File: src/rtl/idli_pkg.sv
// Shared types and constants for the idli core.
// The control block's FSM encoding and wait-counter width live here.
package idli_pkg;

   typedef logic [1:0]  ctr_t;
   typedef logic [3:0]  slice_t;
   typedef logic [15:0] data_t;

   typedef logic [2:0]  ctl_state_t;

   localparam ctl_state_t CTL_BOOT   = 3'd0;
   localparam ctl_state_t CTL_OVHD_F = 3'd1;
   localparam ctl_state_t CTL_FETCH  = 3'd2;
   localparam ctl_state_t CTL_OVHD_D = 3'd3;
   localparam ctl_state_t CTL_DATA   = 3'd4;

   localparam int CTL_WAIT_W = 3;
   localparam ctr_t CTR_WORD = 2'd3;

   // Word boundary: the last slice of a 4-cycle SQI word.
   function automatic logic is_word_end(input ctr_t ctr);
      return ctr == CTR_WORD;
   endfunction

endpackage

File: src/rtl/idli_ctl_if.sv
// Control <-> execute/SQI/decode signal bundle for idli_ctl_m.
// Names keep the control block's own port names; slave is the control side.
interface idli_ctl_if;
   import idli_pkg::*;

   ctr_t  o_ctl_ctr;
   logic  i_ctl_br_vld;
   data_t i_ctl_br_addr;
   logic  i_ctl_ld_req;
   logic  i_ctl_st_req;
   data_t i_ctl_mem_addr;
   logic  o_ctl_mem_gnt;
   logic  o_ctl_mem_done;
   logic  o_ctl_sqi_redirect;
   logic  o_ctl_sqi_wr_en;
   data_t o_ctl_sqi_addr;
   logic  i_ctl_sqi_vld;
   logic  o_ctl_de_vld;
   data_t o_ctl_pc;

   modport slave (
      output o_ctl_ctr, o_ctl_mem_gnt, o_ctl_mem_done, o_ctl_sqi_redirect,
             o_ctl_sqi_wr_en, o_ctl_sqi_addr, o_ctl_de_vld, o_ctl_pc,
      input  i_ctl_br_vld, i_ctl_br_addr, i_ctl_ld_req, i_ctl_st_req,
             i_ctl_mem_addr, i_ctl_sqi_vld
   );

   modport master (
      input  o_ctl_ctr, o_ctl_mem_gnt, o_ctl_mem_done, o_ctl_sqi_redirect,
             o_ctl_sqi_wr_en, o_ctl_sqi_addr, o_ctl_de_vld, o_ctl_pc,
      output i_ctl_br_vld, i_ctl_br_addr, i_ctl_ld_req, i_ctl_st_req,
             i_ctl_mem_addr, i_ctl_sqi_vld
   );

endinterface

File: src/rtl/idli_ctl_wait_m.sv
// Loadable word down-counter: counts SQI overhead words after a redirect.
// o_wait_zero fires on the word boundary where the count reaches zero.
module idli_ctl_wait_m
   import idli_pkg::*;
#(
   parameter int P_LOAD = 2
) (
   input  logic i_wait_gck,
   input  logic i_wait_rst,
   input  ctr_t i_wait_ctr,
   input  logic i_wait_load,
   output logic o_wait_zero
);

   typedef logic [CTL_WAIT_W-1:0] wait_t;

   localparam wait_t LOAD_VAL = wait_t'(P_LOAD);
   localparam wait_t ONE      = wait_t'(1);

   wait_t cnt_q, cnt_d;

   always_comb begin
      // NOTE: default every always_comb output first so no path infers a latch.
      cnt_d = cnt_q;
      if (i_wait_load) begin
         cnt_d = LOAD_VAL;
      end else if (is_word_end(i_wait_ctr) && (cnt_q != '0)) begin
         cnt_d = cnt_q - ONE;
      end
   end

   always_ff @(posedge i_wait_gck) begin
      // NOTE: state updates use <= so every flop samples pre-edge values.
      if (i_wait_rst) begin
         cnt_q <= '0;
      end else begin
         cnt_q <= cnt_d;
      end
   end

   assign o_wait_zero = is_word_end(i_wait_ctr) && (cnt_q == ONE);

endmodule

File: src/rtl/idli_ctl_m.sv
// Core sync/control: slice counter, fetch PC and the scheduler that shares
// the single SQI path between fetch, branch redirects and load/store.
module idli_ctl_m
   import idli_pkg::*;
#(
   parameter data_t P_RESET_PC   = 16'h0000,
   parameter int    P_OVHD_WORDS = 2
) (
   input  logic           i_ctl_gck,
   input  logic           i_ctl_rst,
   idli_ctl_if.slave      ctl
);

   ctr_t       ctr_q, ctr_d;
   ctl_state_t state_q, state_d;
   data_t      pc_q, pc_d;
   data_t      sqi_addr_q, sqi_addr_d;
   data_t      br_addr_q, br_addr_d;
   logic       br_pend_q, br_pend_d;
   logic       wr_q, wr_d;

   logic       word_end;
   logic       wait_zero;
   logic       redirect;
   data_t      redir_addr;
   logic       gnt;
   logic       done;
   logic       de_vld;
   logic       br_take;

   assign word_end = is_word_end(ctr_q);

   idli_ctl_wait_m #(
      .P_LOAD (P_OVHD_WORDS)
   ) u_wait (
      .i_wait_gck  (i_ctl_gck),
      .i_wait_rst  (i_ctl_rst),
      .i_wait_ctr  (ctr_q),
      .i_wait_load (redirect),
      .o_wait_zero (wait_zero)
   );

   always_comb begin
      ctr_d      = ctr_q + 2'd1;
      state_d    = state_q;
      pc_d       = pc_q;
      br_addr_d  = br_addr_q;
      br_pend_d  = br_pend_q;
      wr_d       = wr_q;
      redirect   = 1'b0;
      redir_addr = pc_q;
      gnt        = 1'b0;
      done       = 1'b0;
      de_vld     = 1'b0;
      br_take    = 1'b0;

      case (state_q)
         CTL_BOOT: begin
            if (word_end) begin
               redirect = 1'b1;
               state_d  = CTL_OVHD_F;
            end
         end
         CTL_OVHD_F: begin
            if (wait_zero) state_d = CTL_FETCH;
         end
         CTL_FETCH: begin
            if (word_end) begin
               if (br_pend_q) begin
                  // The in-flight word belongs to the old stream: squash it.
                  redirect   = 1'b1;
                  redir_addr = br_addr_q;
                  pc_d       = br_addr_q;
                  br_take    = 1'b1;
                  state_d    = CTL_OVHD_F;
               end else begin
                  if (ctl.i_ctl_sqi_vld) begin
                     de_vld = 1'b1;
                     pc_d   = pc_q + 16'd1;
                  end
                  if (ctl.i_ctl_ld_req || ctl.i_ctl_st_req) begin
                     gnt        = 1'b1;
                     redirect   = 1'b1;
                     redir_addr = ctl.i_ctl_mem_addr;
                     wr_d       = ctl.i_ctl_st_req;
                     state_d    = CTL_OVHD_D;
                  end
               end
            end
         end
         CTL_OVHD_D: begin
            if (wait_zero) state_d = CTL_DATA;
         end
         CTL_DATA: begin
            if (word_end) begin
               done     = 1'b1;
               redirect = 1'b1;
               state_d  = CTL_OVHD_F;
               if (br_pend_q) begin
                  redir_addr = br_addr_q;
                  pc_d       = br_addr_q;
                  br_take    = 1'b1;
               end
            end
         end
         default: state_d = CTL_BOOT;
      endcase

      // A new branch on the servicing cycle re-arms with the newer target.
      if (br_take) br_pend_d = 1'b0;
      if (ctl.i_ctl_br_vld) begin
         br_pend_d = 1'b1;
         br_addr_d = ctl.i_ctl_br_addr;
      end

      sqi_addr_d = redirect ? redir_addr : sqi_addr_q;
   end

   always_ff @(posedge i_ctl_gck) begin
      if (i_ctl_rst) begin
         ctr_q      <= '0;
         state_q    <= CTL_BOOT;
         pc_q       <= P_RESET_PC;
         sqi_addr_q <= P_RESET_PC;
         br_addr_q  <= '0;
         br_pend_q  <= 1'b0;
         wr_q       <= 1'b0;
      end else begin
         ctr_q      <= ctr_d;
         state_q    <= state_d;
         pc_q       <= pc_d;
         sqi_addr_q <= sqi_addr_d;
         br_addr_q  <= br_addr_d;
         br_pend_q  <= br_pend_d;
         wr_q       <= wr_d;
      end
   end

   assign ctl.o_ctl_ctr          = ctr_q;
   assign ctl.o_ctl_mem_gnt      = gnt;
   assign ctl.o_ctl_mem_done     = done;
   assign ctl.o_ctl_sqi_redirect = redirect;
   assign ctl.o_ctl_sqi_wr_en    = (state_q == CTL_DATA) && wr_q;
   assign ctl.o_ctl_sqi_addr     = redirect ? redir_addr : sqi_addr_q;
   assign ctl.o_ctl_de_vld       = de_vld;
   assign ctl.o_ctl_pc           = pc_q;

endmodule

File: src/flat_wrapper.sv
// flat-port wrapper written by rule: the top's interface ports become plain ports
module idli_ctl_m_flat import idli_pkg::*;
#(
   parameter data_t P_RESET_PC   = 16'h0000,
   parameter int    P_OVHD_WORDS = 2
)
  (i_ctl_gck, i_ctl_rst, ctl_o_ctl_ctr, ctl_o_ctl_mem_gnt, ctl_o_ctl_mem_done, ctl_o_ctl_sqi_redirect, ctl_o_ctl_sqi_wr_en, ctl_o_ctl_sqi_addr, ctl_o_ctl_de_vld, ctl_o_ctl_pc, ctl_i_ctl_br_vld, ctl_i_ctl_br_addr, ctl_i_ctl_ld_req, ctl_i_ctl_st_req, ctl_i_ctl_mem_addr, ctl_i_ctl_sqi_vld);
  idli_ctl_if ctl_i ();
  input  logic i_ctl_gck;
  input  logic i_ctl_rst;
  output wire logic [$bits(ctl_i.o_ctl_ctr)-1:0] ctl_o_ctl_ctr;
  output wire logic [$bits(ctl_i.o_ctl_mem_gnt)-1:0] ctl_o_ctl_mem_gnt;
  output wire logic [$bits(ctl_i.o_ctl_mem_done)-1:0] ctl_o_ctl_mem_done;
  output wire logic [$bits(ctl_i.o_ctl_sqi_redirect)-1:0] ctl_o_ctl_sqi_redirect;
  output wire logic [$bits(ctl_i.o_ctl_sqi_wr_en)-1:0] ctl_o_ctl_sqi_wr_en;
  output wire logic [$bits(ctl_i.o_ctl_sqi_addr)-1:0] ctl_o_ctl_sqi_addr;
  output wire logic [$bits(ctl_i.o_ctl_de_vld)-1:0] ctl_o_ctl_de_vld;
  output wire logic [$bits(ctl_i.o_ctl_pc)-1:0] ctl_o_ctl_pc;
  input wire logic [$bits(ctl_i.i_ctl_br_vld)-1:0] ctl_i_ctl_br_vld;
  input wire logic [$bits(ctl_i.i_ctl_br_addr)-1:0] ctl_i_ctl_br_addr;
  input wire logic [$bits(ctl_i.i_ctl_ld_req)-1:0] ctl_i_ctl_ld_req;
  input wire logic [$bits(ctl_i.i_ctl_st_req)-1:0] ctl_i_ctl_st_req;
  input wire logic [$bits(ctl_i.i_ctl_mem_addr)-1:0] ctl_i_ctl_mem_addr;
  input wire logic [$bits(ctl_i.i_ctl_sqi_vld)-1:0] ctl_i_ctl_sqi_vld;
  assign ctl_o_ctl_ctr = ctl_i.o_ctl_ctr;
  assign ctl_o_ctl_mem_gnt = ctl_i.o_ctl_mem_gnt;
  assign ctl_o_ctl_mem_done = ctl_i.o_ctl_mem_done;
  assign ctl_o_ctl_sqi_redirect = ctl_i.o_ctl_sqi_redirect;
  assign ctl_o_ctl_sqi_wr_en = ctl_i.o_ctl_sqi_wr_en;
  assign ctl_o_ctl_sqi_addr = ctl_i.o_ctl_sqi_addr;
  assign ctl_o_ctl_de_vld = ctl_i.o_ctl_de_vld;
  assign ctl_o_ctl_pc = ctl_i.o_ctl_pc;
  assign ctl_i.i_ctl_br_vld = ctl_i_ctl_br_vld;
  assign ctl_i.i_ctl_br_addr = ctl_i_ctl_br_addr;
  assign ctl_i.i_ctl_ld_req = ctl_i_ctl_ld_req;
  assign ctl_i.i_ctl_st_req = ctl_i_ctl_st_req;
  assign ctl_i.i_ctl_mem_addr = ctl_i_ctl_mem_addr;
  assign ctl_i.i_ctl_sqi_vld = ctl_i_ctl_sqi_vld;
  idli_ctl_m #(.P_RESET_PC(P_RESET_PC), .P_OVHD_WORDS(P_OVHD_WORDS)) u_core (.i_ctl_gck(i_ctl_gck), .i_ctl_rst(i_ctl_rst), .ctl(ctl_i));
endmodule
File: config.mk
export PLATFORM = sky130hd
export DESIGN_NAME = idli_ctl_m_flat
export DESIGN_NICKNAME = d
export VERILOG_FILES = /design/src/rtl/idli_pkg.sv /design/src/rtl/idli_ctl_if.sv /design/src/rtl/idli_ctl_wait_m.sv /design/src/rtl/idli_ctl_m.sv /design/src/flat_wrapper.sv
export SDC_FILE = /design/constraint.sdc
export NUM_CORES = 1
export LEC_CHECK = 0
export ABC_CLOCK_PERIOD_IN_PS = 2400
export CAP_MARGIN = 10
export CORE_MARGIN = 2
export CORE_UTILIZATION = 37
export DETAILED_ROUTE_END_ITERATION = 16
export PLACE_DENSITY = 0.71
export SLEW_MARGIN = 30
export SYNTH_ARGS = -nofsm -noshare
export SYNTH_HDL_FRONTEND = slang
export SYNTH_SLANG_ARGS = --single-unit
File: constraint.sdc
create_clock -name i_ctl_gck -period 2.4 [get_ports i_ctl_gck]
set_input_delay 0.48 -clock i_ctl_gck [delete_from_list [all_inputs] [get_ports i_ctl_gck]]
set_output_delay 0.48 -clock i_ctl_gck [all_outputs]
set_load 0.01 [all_outputs]
# --- Word level (Yosys, flattened, before mapping) ---
# Index checks and enable logic that the tools add are counted.
# Widths: inputs -> output; s select.
totals:
  register_bits: 58
  in_bits: 38
  out_inout_bits: 39
  elab_cells: 78
op_classes:
  n_addsub: 3
  n_eq_ne: 12
  n_mux: 38
  bitwise_logic: 1
  n_reduce_logical: 15
ops:
  columns: ["op", "n"]
  rows:
  - ["$mux 16", 9]
  - ["$pmux 16 s2", 2]
  - ["$mux 3", 6]
  - ["$mux 1", 17]
  - ["$add 16x1->16 const B", 1]
  - ["$pmux 3 s4", 1]
  - ["$eq 3x1->1 const B", 2]
  - ["$eq 3x2->1 const B", 2]
  - ["$reduce_bool 2->1", 3]
  - ["$reduce_or 2->1", 3]
  - ["$reduce_and 5->1", 1]
  - ["$mux 2", 2]
  - ["$ne 2x1->1 const B", 2]
  - ["$ne 2x2->1 const B", 2]
  - ["$reduce_and 4->1", 1]
  - ["$eq 3x3->1 const B", 1]
  - ["$logic_and 1x1->1", 3]
  - ["$logic_not 3->1", 1]
  - ["$ne 3x1->1 const B", 1]
  - ["$ne 3x2->1 const B", 1]
  - ["$reduce_and 3->1", 1]
  - ["$reduce_bool 3->1", 1]
  - ["$sub 3x1->3 const B", 1]
  - ["$add 2x1->2 const B", 1]
  - ["4 further kinds", 4]

# --- Longest topological paths before layout ---
# Gate-level depths: netlist of the first run.
depth:
  word_depth: 6
  ltp_mapped: 9
  ltp_nobuf: 7

# --- Hierarchy ---
# Synthesis of the first run repeated with hierarchy kept, for this count alone.
hier_totals:
  hier_cells: 436
  area_unflattened_um2: 3639.7
modules_own_cells:
  columns: ["module", "instances", "cells_per_inst", "area_per_inst_um2"]
  rows:
  - ["idli_ctl_m", 1, 417, 3449.6]
  - ["idli_ctl_wait_m", 1, 19, 190.2]

# --- Worst setup path after synthesis of the first run ---
# No wires, ideal clock.
synth_path:
  path_type: "register to output"
  start: "register u_core.ctr_q[0] (netlist: u_core.ctl.o_ctl_ctr[0])"
  end: "output ctl_o_ctl_sqi_addr[14]"
  t_arrival_ns: 1.805
  slack_ns: 0.115
  stages_incl_launch_ff: 9
  cell_sequence: "dfxtp_1 ha_1 buf_4 and4bb_2 clkbuf_1 a21oi_2 a221o_1 a21oi_1 nor2_1"
synth_between:
  elab_chain_cells: 4
  word_cells_on_any_way: 8
synth_lines:
  columns: ["element", "line_no", "rtl"]
  rows:
  - ["start: declaration", "idli_ctl_m.sv:14", "ctr_t ctr_q, ctr_d;"]
  - ["start signal: assignment", "idli_ctl_m.sv:129", "ctr_q <= ctr_d;"]
  - ["$eq 2x2->1 *", "idli_pkg.sv:22", "return ctr == CTR_WORD;"]
  - ["$mux 16 (tied with other cells)", "idli_ctl_m.sv:95", "if (word_end) begin"]
  - ["$pmux 16 s2 / $pmux 1 s2 (equally long branches)", "idli_ctl_m.sv:57", "case (state_q)"]
  - ["$mux 16 *", "idli_ctl_m.sv:144", "assign ctl.o_ctl_sqi_addr = redirect ? redir_addr : sqi_addr_q;"]
  - ["end: declaration", "flat_wrapper.sv:16", "output wire logic [$bits(ctl_i.o_ctl_sqi_addr)-1:0] ctl_o_ctl_sqi_addr;"]
# Every way passes the cells marked *; elsewhere a longest branch is shown, timed or not.

# --- Worst setup path in the final report of the first run ---
# Same ends and word-level chain as after synthesis.

==> summary.md, run 1 <==
| Metric | Value |
|---|---|
| Initial antenna violation count | `0` |
| Maxcap violations | `0` |
| PD cells | `425 nW/um^2` |
| Largest net degree at the start of global routing | `42` |
| Number of hold buffers added after CTS | `0` |
| Failing checks | `negative setup slack` |
| Setup crit end kind | `output pin` |
| Yosys top cell area share | `approximately a third` |
| Vias in the first global route | `around 4300` |
| Post-DP HPWL | `between 9 and 10 mm` |
| Chip width | `104 um` |
| Site Rows | `36` |
| Post-Route WL | `14.6 mm` |
| Die ar. | `10700 um^2` |
| Finished Cell Area | `5980 um^2` |
| Synth Area in Adders | `1.70%` |
| Placer Congestion | `roughly 0.94` |
| Final setup margin | `-0.217 ns` |
| Flops & latches, synth | `58` |
| Antenna-violating nets left | `0` |
| Number of top-level pins | `77` |
| R2r endpoint | `u_core.ctl.o_ctl_pc[8]` |
| Final Hold Fails | `0` |
| Worst EP arrival | `2.14 ns` |
| Main combinational cell family by area after synthesis | `compound AO/OA/AOI/OAI gates` |
| Iter 0 DRT Violations | `343` |
| Core box area | `9730 um^2` |
| Mapped Area | `3670 um^2` |
| Post-synthesis xor/xnor area fraction | `1.67%` |
| Post-synth EDFFs | `0` |
| Worst hold endpoint | `u_core.u_wait.cnt_q[2]` |
| CP Max Fanout | `6` |
| Slowest-stage cell, CP | `a221o_1` |
| Fin nets | `between 600 and 700` |
| Final Max Slew Viols | `0` |
| Sequential fraction of the synthesis area | `31.6%` |
| Async S/R FF share, synth | `0%` |
| Fillers | `871` |
| Clk root buf | `clkbuf_8` |
| Hold crit path type | `reg -> reg` |
| Port Buffers | `76` |
| Crit path launch type | `flip-flop` |
| Syn-to-layout area delta | `62.8%` |
| Mapped Cells | `467` |
| Dominant cells by area after synthesis | `dfxtp_1 (32%), nor2_1 (6.3%), mux2i_1 (5.2%), a21oi_1 (4.4%), o21ai_0 (3.4%)` |
| Register area | `1170 um^2` |
| Worst-Margin Slew | `roughly 0.61 ns` |
| GR Util All Layers | `26.4%` |
| H-tree Lvls | `3` |
| Reg-to-Reg Start | `u_core.ctl.o_ctl_ctr[0]` |
| Core Util, Final | `about three fifths` |
| FF-to-FF path depth | `10` |
| Diodes inserted | `0` |
| Layout Cells excl Fill | `789` |
| Initial Util | `37.8%` |
| Via Count | `4432` |
| Final setup fails | `17` |
| RSZ-0062 raised after global routing | `true` |
| Synth warn | `0` |
| Crit path largest cell delay | `0.37 ns` |
| CTS buffer count | `9` |
| Area after DPL | `approximately 5100 um^2` |
| Multi-input logic area | `2570 um^2` |
| Die Ht | `a little over 100 um` |
| First-pass GRT wire length | `22.5 mm` |
| Slew HR | `about three fifths` |
| Reg clk slew, reported paths | `0.07 ns` |
| Synth Flop Type | `dfxtp_1` |
| CTS Sinks | `slightly below 60` |
| Dpl cells | `roughly 730` |
| Clock Latency Late Sink | `approximately 0.35 ns` |
| CTS tree | `built` |
| Syn_nets | `approximately 500` |
| Clock skew | `0.00724 ns` |
| WP data required | `1.92 ns` |
| Mux cell area share after synthesis | `5.48%` |
| Synth area leader | `dfxtp_1` |
| Worst vdd ir | `about 0.26 mV` |
| Synthesized area per cell | `7.87 um^2` |
| TritonRoute pass-1 iters | `5` |
| Status | `finished, violations left` |
| Synth Area in Simple Gates | `24.7%` |
| Hold_sp | `u_core.u_wait.cnt_q[2]` |
| Post-route minimum period | `~2.6 ns` |
| Hold_ws | `0.512 ns` |
| Crit-path cells | `ha_4, buf_6, and4bb_2, a21oi_4, a221o_1, a21oi_2, nor2_1, buf_2` |
| Clock buffer depth | `2` |
| Share of layout cells above drive strength 1 | `37.0%` |
| Final worst-path cycle share | `109%` |
| Start-to-end type of the worst setup path | `reg -> out` |
| Achievable clock frequency | `about 380 MHz` |
| WL/cell | `18.4 um` |
| Congestion Overflow GR | `0` |
| Compound-Gate Fraction of Synth Area | `28.1%` |
| Routed vias/inst | `between 5 and 6` |
| Hold path cells | `2` |
| Reg2reg setup slack | `0.14 ns` |
| DRC | `0` |
| Distinct cells, synth | `73` |
| Leakage | `about 2.4 nW` |
==> layer usage <==
layer | vias up | GRT usage [%] | part of all wire, %
li1 | 2100 | - | -
met1 | 2105 | 33.6 | 43
met2 | 178 | 42.9 | 46
met3 | 49 | 4.91 | 6.6
met4 | 0 | 13.0 | 3.9
met5 | - | 0 | 0
==> how the worst max path moves through the flow <==
stage	endpoint	depth (start not counted)	slack, ns	startpoint
floorplan	ctl_o_ctl_sqi_addr[14]	8	0.11	u_core.ctl.o_ctl_ctr[0]
global placement	ctl_o_ctl_sqi_addr[15]	6	-0.81	ctl_i_ctl_st_req
detailed placement	ctl_o_ctl_sqi_addr[15]	6	-0.88	ctl_i_ctl_st_req
CTS	ctl_o_ctl_sqi_addr[13]	7	-0.20	u_core.state_q[1]
global route	ctl_o_ctl_sqi_addr[14]	8	-0.30	u_core.ctl.o_ctl_ctr[1]
finish	ctl_o_ctl_sqi_addr[14]	8	-0.22	u_core.ctl.o_ctl_ctr[0]
==> placed cells by master (no fill, tap or decap), types with 4 or more instances in the layout <==
| master | n |
|---|---|
| a22o_1 | 6 |
| a21o_1 | 7 |
| a22oi_2 | 4 |
| mux2i_1 | 19 |
| a21oi_1 | 25 |
| buf_2 | 17 |
| nand2b_1 | 5 |
| a211oi_1 | 6 |
| dfxtp_2 | 4 |
| o21ai_0 | 20 |
| nand4_1 | 9 |
| o22ai_1 | 4 |
| a31oi_1 | 10 |
| buf_4 | 119 |
| a311oi_1 | 4 |
| buf_6 | 12 |
| clkdlybuf4s50_1 | 52 |
| dlygate4sd2_1 | 5 |
| nor3_1 | 20 |
| nor2b_1 | 5 |
| o21ai_2 | 5 |
| nand3b_1 | 5 |
| xnor2_1 | 4 |
| nand3_1 | 10 |
| dfxtp_1 | 52 |
| nand2_1 | 23 |
| inv_1 | 13 |
| ha_1 | 4 |
| a21oi_2 | 8 |
| clkbuf_8 | 9 |
| a221o_1 | 5 |
| nor2_1 | 58 |
==> stage by stage <==
step / setup WS [ns] / power (mW) / TNS, ns
6_report: -0.217 / 2.54 / -2.59
5_1_grt: -0.297 / 2.63 / -3.91
4_1_cts: -0.199 / 2.52 / -2.07
3_5_place_dp: -0.882 / 1.46 / -13.82
3_3_place_gp: -0.813 / 1.45 / -12.88
2_1_floorplan: 0.115 / 1.22 / 0
==> layout make-up <==
class,count,area share (%)
tap,133,2.78
inverter,14,0.962
sequential,58,19.6
clock buffer,9,2.07
timing repair buffer,213,29.9
multi-input combinational,354,43.0
clock inverter,7,1.57
timing repair inverter,1,0.126
==> registers in the layout (all words and copies together), names as in the netlist <==
name,count
u_core.state_q,3
u_core.br_pend_q,1
u_core.wr_q,1
u_core.sqi_addr_q,16
u_core.u_wait.cnt_q,3
u_core.ctl.o_ctl_pc,16
u_core.ctl.o_ctl_ctr,2
u_core.br_addr_q,16
==> critical path: cells and delay by family (launching register included) <==
kind	cells	cell delay [ns]
compound gates	3	0.60
flops	1	0.35
simple gates	2	0.35
buf+inv	2	0.26
fa+ha+maj	1	0.21
==> power by group <==
part	internal [mW]	total, mW	switching [mW]	leakage [nW]
Combinational	0.247	0.476	0.228	1.84
Sequential	0.993	1.03	0.0337	0.475
Clock	0.582	1.04	0.458	0.105
Total	1.82	2.54	0.720	2.42
==> kinds of logic (layout without fill, tap and decap cells) <==
| logic type | after synthesis | in the layout |
|---|---|---|
| flops | 58 | 58 |
| simple gates | 174 | 174 |
| mux | 20 | 20 |
| compound gates | 148 | 148 |
| fa+ha+maj | 5 | 5 |
| buf+inv | 55 | 244 |
| xor+xnor | 7 | 7 |
==> cell usage after synthesis (all sizes together), types with 5 or more instances <==
cell type,instances
a2111oi,5
a221o,5
nor2b,6
inv,14
a31oi,12
ha,5
buf,21
clkbuf,20
a21oi,34
dfxtp,58
a211oi,9
nor3,21
a22o,6
nand2b,8
mux2i,19
a22oi,6
nand2,26
a21o,7
nand3b,5
o21ai,29
nor2,63
nand4,9
nand3,11
==> repair_timing <==
action,in CTS,in global routing
gates resized for setup,145,26
setup endpoints to repair,23,18
hold endpoints to repair,0,0
pin swaps,29,19
setup buffers,33,10
gates cloned,3,0
(Power assumes the default switching activity.)
==> run 2: changes to the inputs <==
--- a/config.mk
+++ b/config.mk
@@ -11,7 +11,6 @@
 export CORE_UTILIZATION = 37
 export DETAILED_ROUTE_END_ITERATION = 16
 export PLACE_DENSITY = 0.71
-export SLEW_MARGIN = 30
 export SYNTH_ARGS = -nofsm -noshare
 export SYNTH_HDL_FRONTEND = slang
 export SYNTH_SLANG_ARGS = --single-unit
==> results of run 2 <==
No change in the layout: final DEF, timing and power equal those of run 1.
==> variant, RTL diff (settings of run 1) <==
Reset style: asynchronous (`i_ctl_rst` and `i_wait_rst`), changed in 2 clocked blocks.
--- a/src/rtl/idli_ctl_wait_m.sv
+++ b/src/rtl/idli_ctl_wait_m.sv
@@ -31,3 +31,3 @@
 
-   always_ff @(posedge i_wait_gck) begin
+   always_ff @(posedge i_wait_gck or posedge i_wait_rst) begin
       // NOTE: state updates use <= so every flop samples pre-edge values.
--- a/src/rtl/idli_ctl_m.sv
+++ b/src/rtl/idli_ctl_m.sv
@@ -118,3 +118,3 @@
 
-   always_ff @(posedge i_ctl_gck) begin
+   always_ff @(posedge i_ctl_gck or posedge i_ctl_rst) begin
       if (i_ctl_rst) begin
Function: differs if i_ctl_rst is asserted again (counterexample within 4 cycles, from zero or initial values and one cycle with i_ctl_rst high); with i_ctl_rst held inactive, the same outputs for 10 cycles.
==> variant against run 1 <==
  * The flow still finishes with violations (setup timing)
  * Worst setup slack better by 0.042 ns
  * Power decreased by 1.9%
  * Core utilization is 1.5 points lower
  * Area after synthesis decreased by 5.0%
  * Sequential cell count is the same
  * Final area decreased by 7.8%
  * Clock power is 17% lower
  * Highest routed layer unchanged
  * Wire length decreased by 15%
==> variant: results (changes against run 1) <==
| Metric | Value |
|---|---|
| Largest net degree at the start of global routing | 59 (+40%) |
| Post-Synth XOR/XNOR Area | 1.00% (-0.66 points) |
| Final TNS setup | -2.08 ns (+0.515 ns) |
| DR WL/cell | 18.4 µm (-0.14%) |
| Initial drt markers | 285 (-17%) |
| GR Util met3 | 5.69% (+0.78 points) |
| Commonest cells in the netlist | dfrtp_1, nor2_1, nand2_1 |
| Clock group | 863 µW (-17%) |
| Met3 routed WL | 829 µm (-14%) |
| Via density | 5.79 (+3.2%) |
| RR Startpoint | u_core.state_q[2] |
| Critical path arrival | 2.09 ns (-0.05 ns) |
| Seq. pwr | 1160 µW (+13%) |
| Post-Synth Adder-Cell Area | 1.79% (+0.090 points) |
| Worst Hold Class | input pin to async pin |
| Met2 wire len | 5980 µm (-12%) |
| Post-route insts no fill | 673 (-15%) |
| Place WS | -0.688 ns (+0.193 ns) |
| Post-synthesis async set-or-reset flop share | 100% (+100 points) |
| Failing checks | setup timing |
| Slowest CP cell | dfrtp_1 |
| CP startpoint | u_core.ctl.o_ctl_ctr[0] |
| Distinct cells, synth | 59 (-19%) |
| GRT Total Usage | 24.3% (-2.1 points) |
| Status | finished with violations |
| Dpl cells | 620 (-15%) |
| Final setup vio count | 17 (unchanged) |
| Placed cell areas | 4760 µm² (-7.1%) |
| Syn nets | 440 (-14%) |
| Met1 Usage GRT | 32.3% (-1.3 points) |
| Fraction of the mapped netlist area in compound gates | 24.5% (-3.5 points) |
| Peak supply drop | 0.000208 V (-19%) |
| Seq/Total Area, Yosys | 41.6% (+10 points) |
| Int Pwr | 1780 µW (-2.3%) |
| Mux contribution to synthesized area | 5.16% (-0.32 points) |
| Slowest stage delay, CP | 0.39 ns (+0.02 ns) |
| Standby leakage power | 0.00229 µW (-5.2%) |
| Setup Skew | 0.00982 ns (+0.00258 ns) |
| Met1 Wirelength | 5370 µm (-14%) |
| Number of global-route vias before repair | 3,848 (-10%) |
| Syn avg cell area | 8.79 µm² (+12%) |
| Setup slack after layout | -0.175 ns (+0.0423 ns) |
| GRT met2 Usage | 38.4% (-4.5 points) |
| Worst slew pin tran | 0.521 ns (-0.0916 ns) |
| Width of the chip | 101 µm (-2.5%) |
| GP Congestion | 0.895 (-4.7%) |
[variant: timing repair]
item / in CTS / in global routing
pin swaps: 18 / 30
cloned: 1 / 0
setup endpoints to repair: 20 / 18
setup buffers: 25 / 11
gates resized for setup: 116 / 54
[variant: area by class of cell]
class / instances / area (µm²)
Clock inverter: 2 / 10.0
Timing Repair Buffer: 172 / 1490
Multi-Input combinational cell: 301 / 2190
Sequential cell: 58 / 1460
Tap cell: 111 / 139
Fill cell: 752 / 3680
Clock buffer: 14 / 173
Inverter: 15 / 61.3
[variant: path summary, 6_finish.rpt]
kind / to / slack [ns] / cells past startpoint
worst max-delay path: ctl_o_ctl_sqi_addr[7] / -0.17 / 8
worst min-delay path: u_core.ctl.o_ctl_pc[0] / 0.51 / 3
worst max register to register: u_core.sqi_addr_q[5] / -0.16 / 15
worst min register to register: u_core.sqi_addr_q[2] / 0.51 / 2
max in group asynchronous: u_core.br_pend_q / 1.60 / 3
min in group i_ctl_gck: u_core.sqi_addr_q[2] / 0.51 / 2
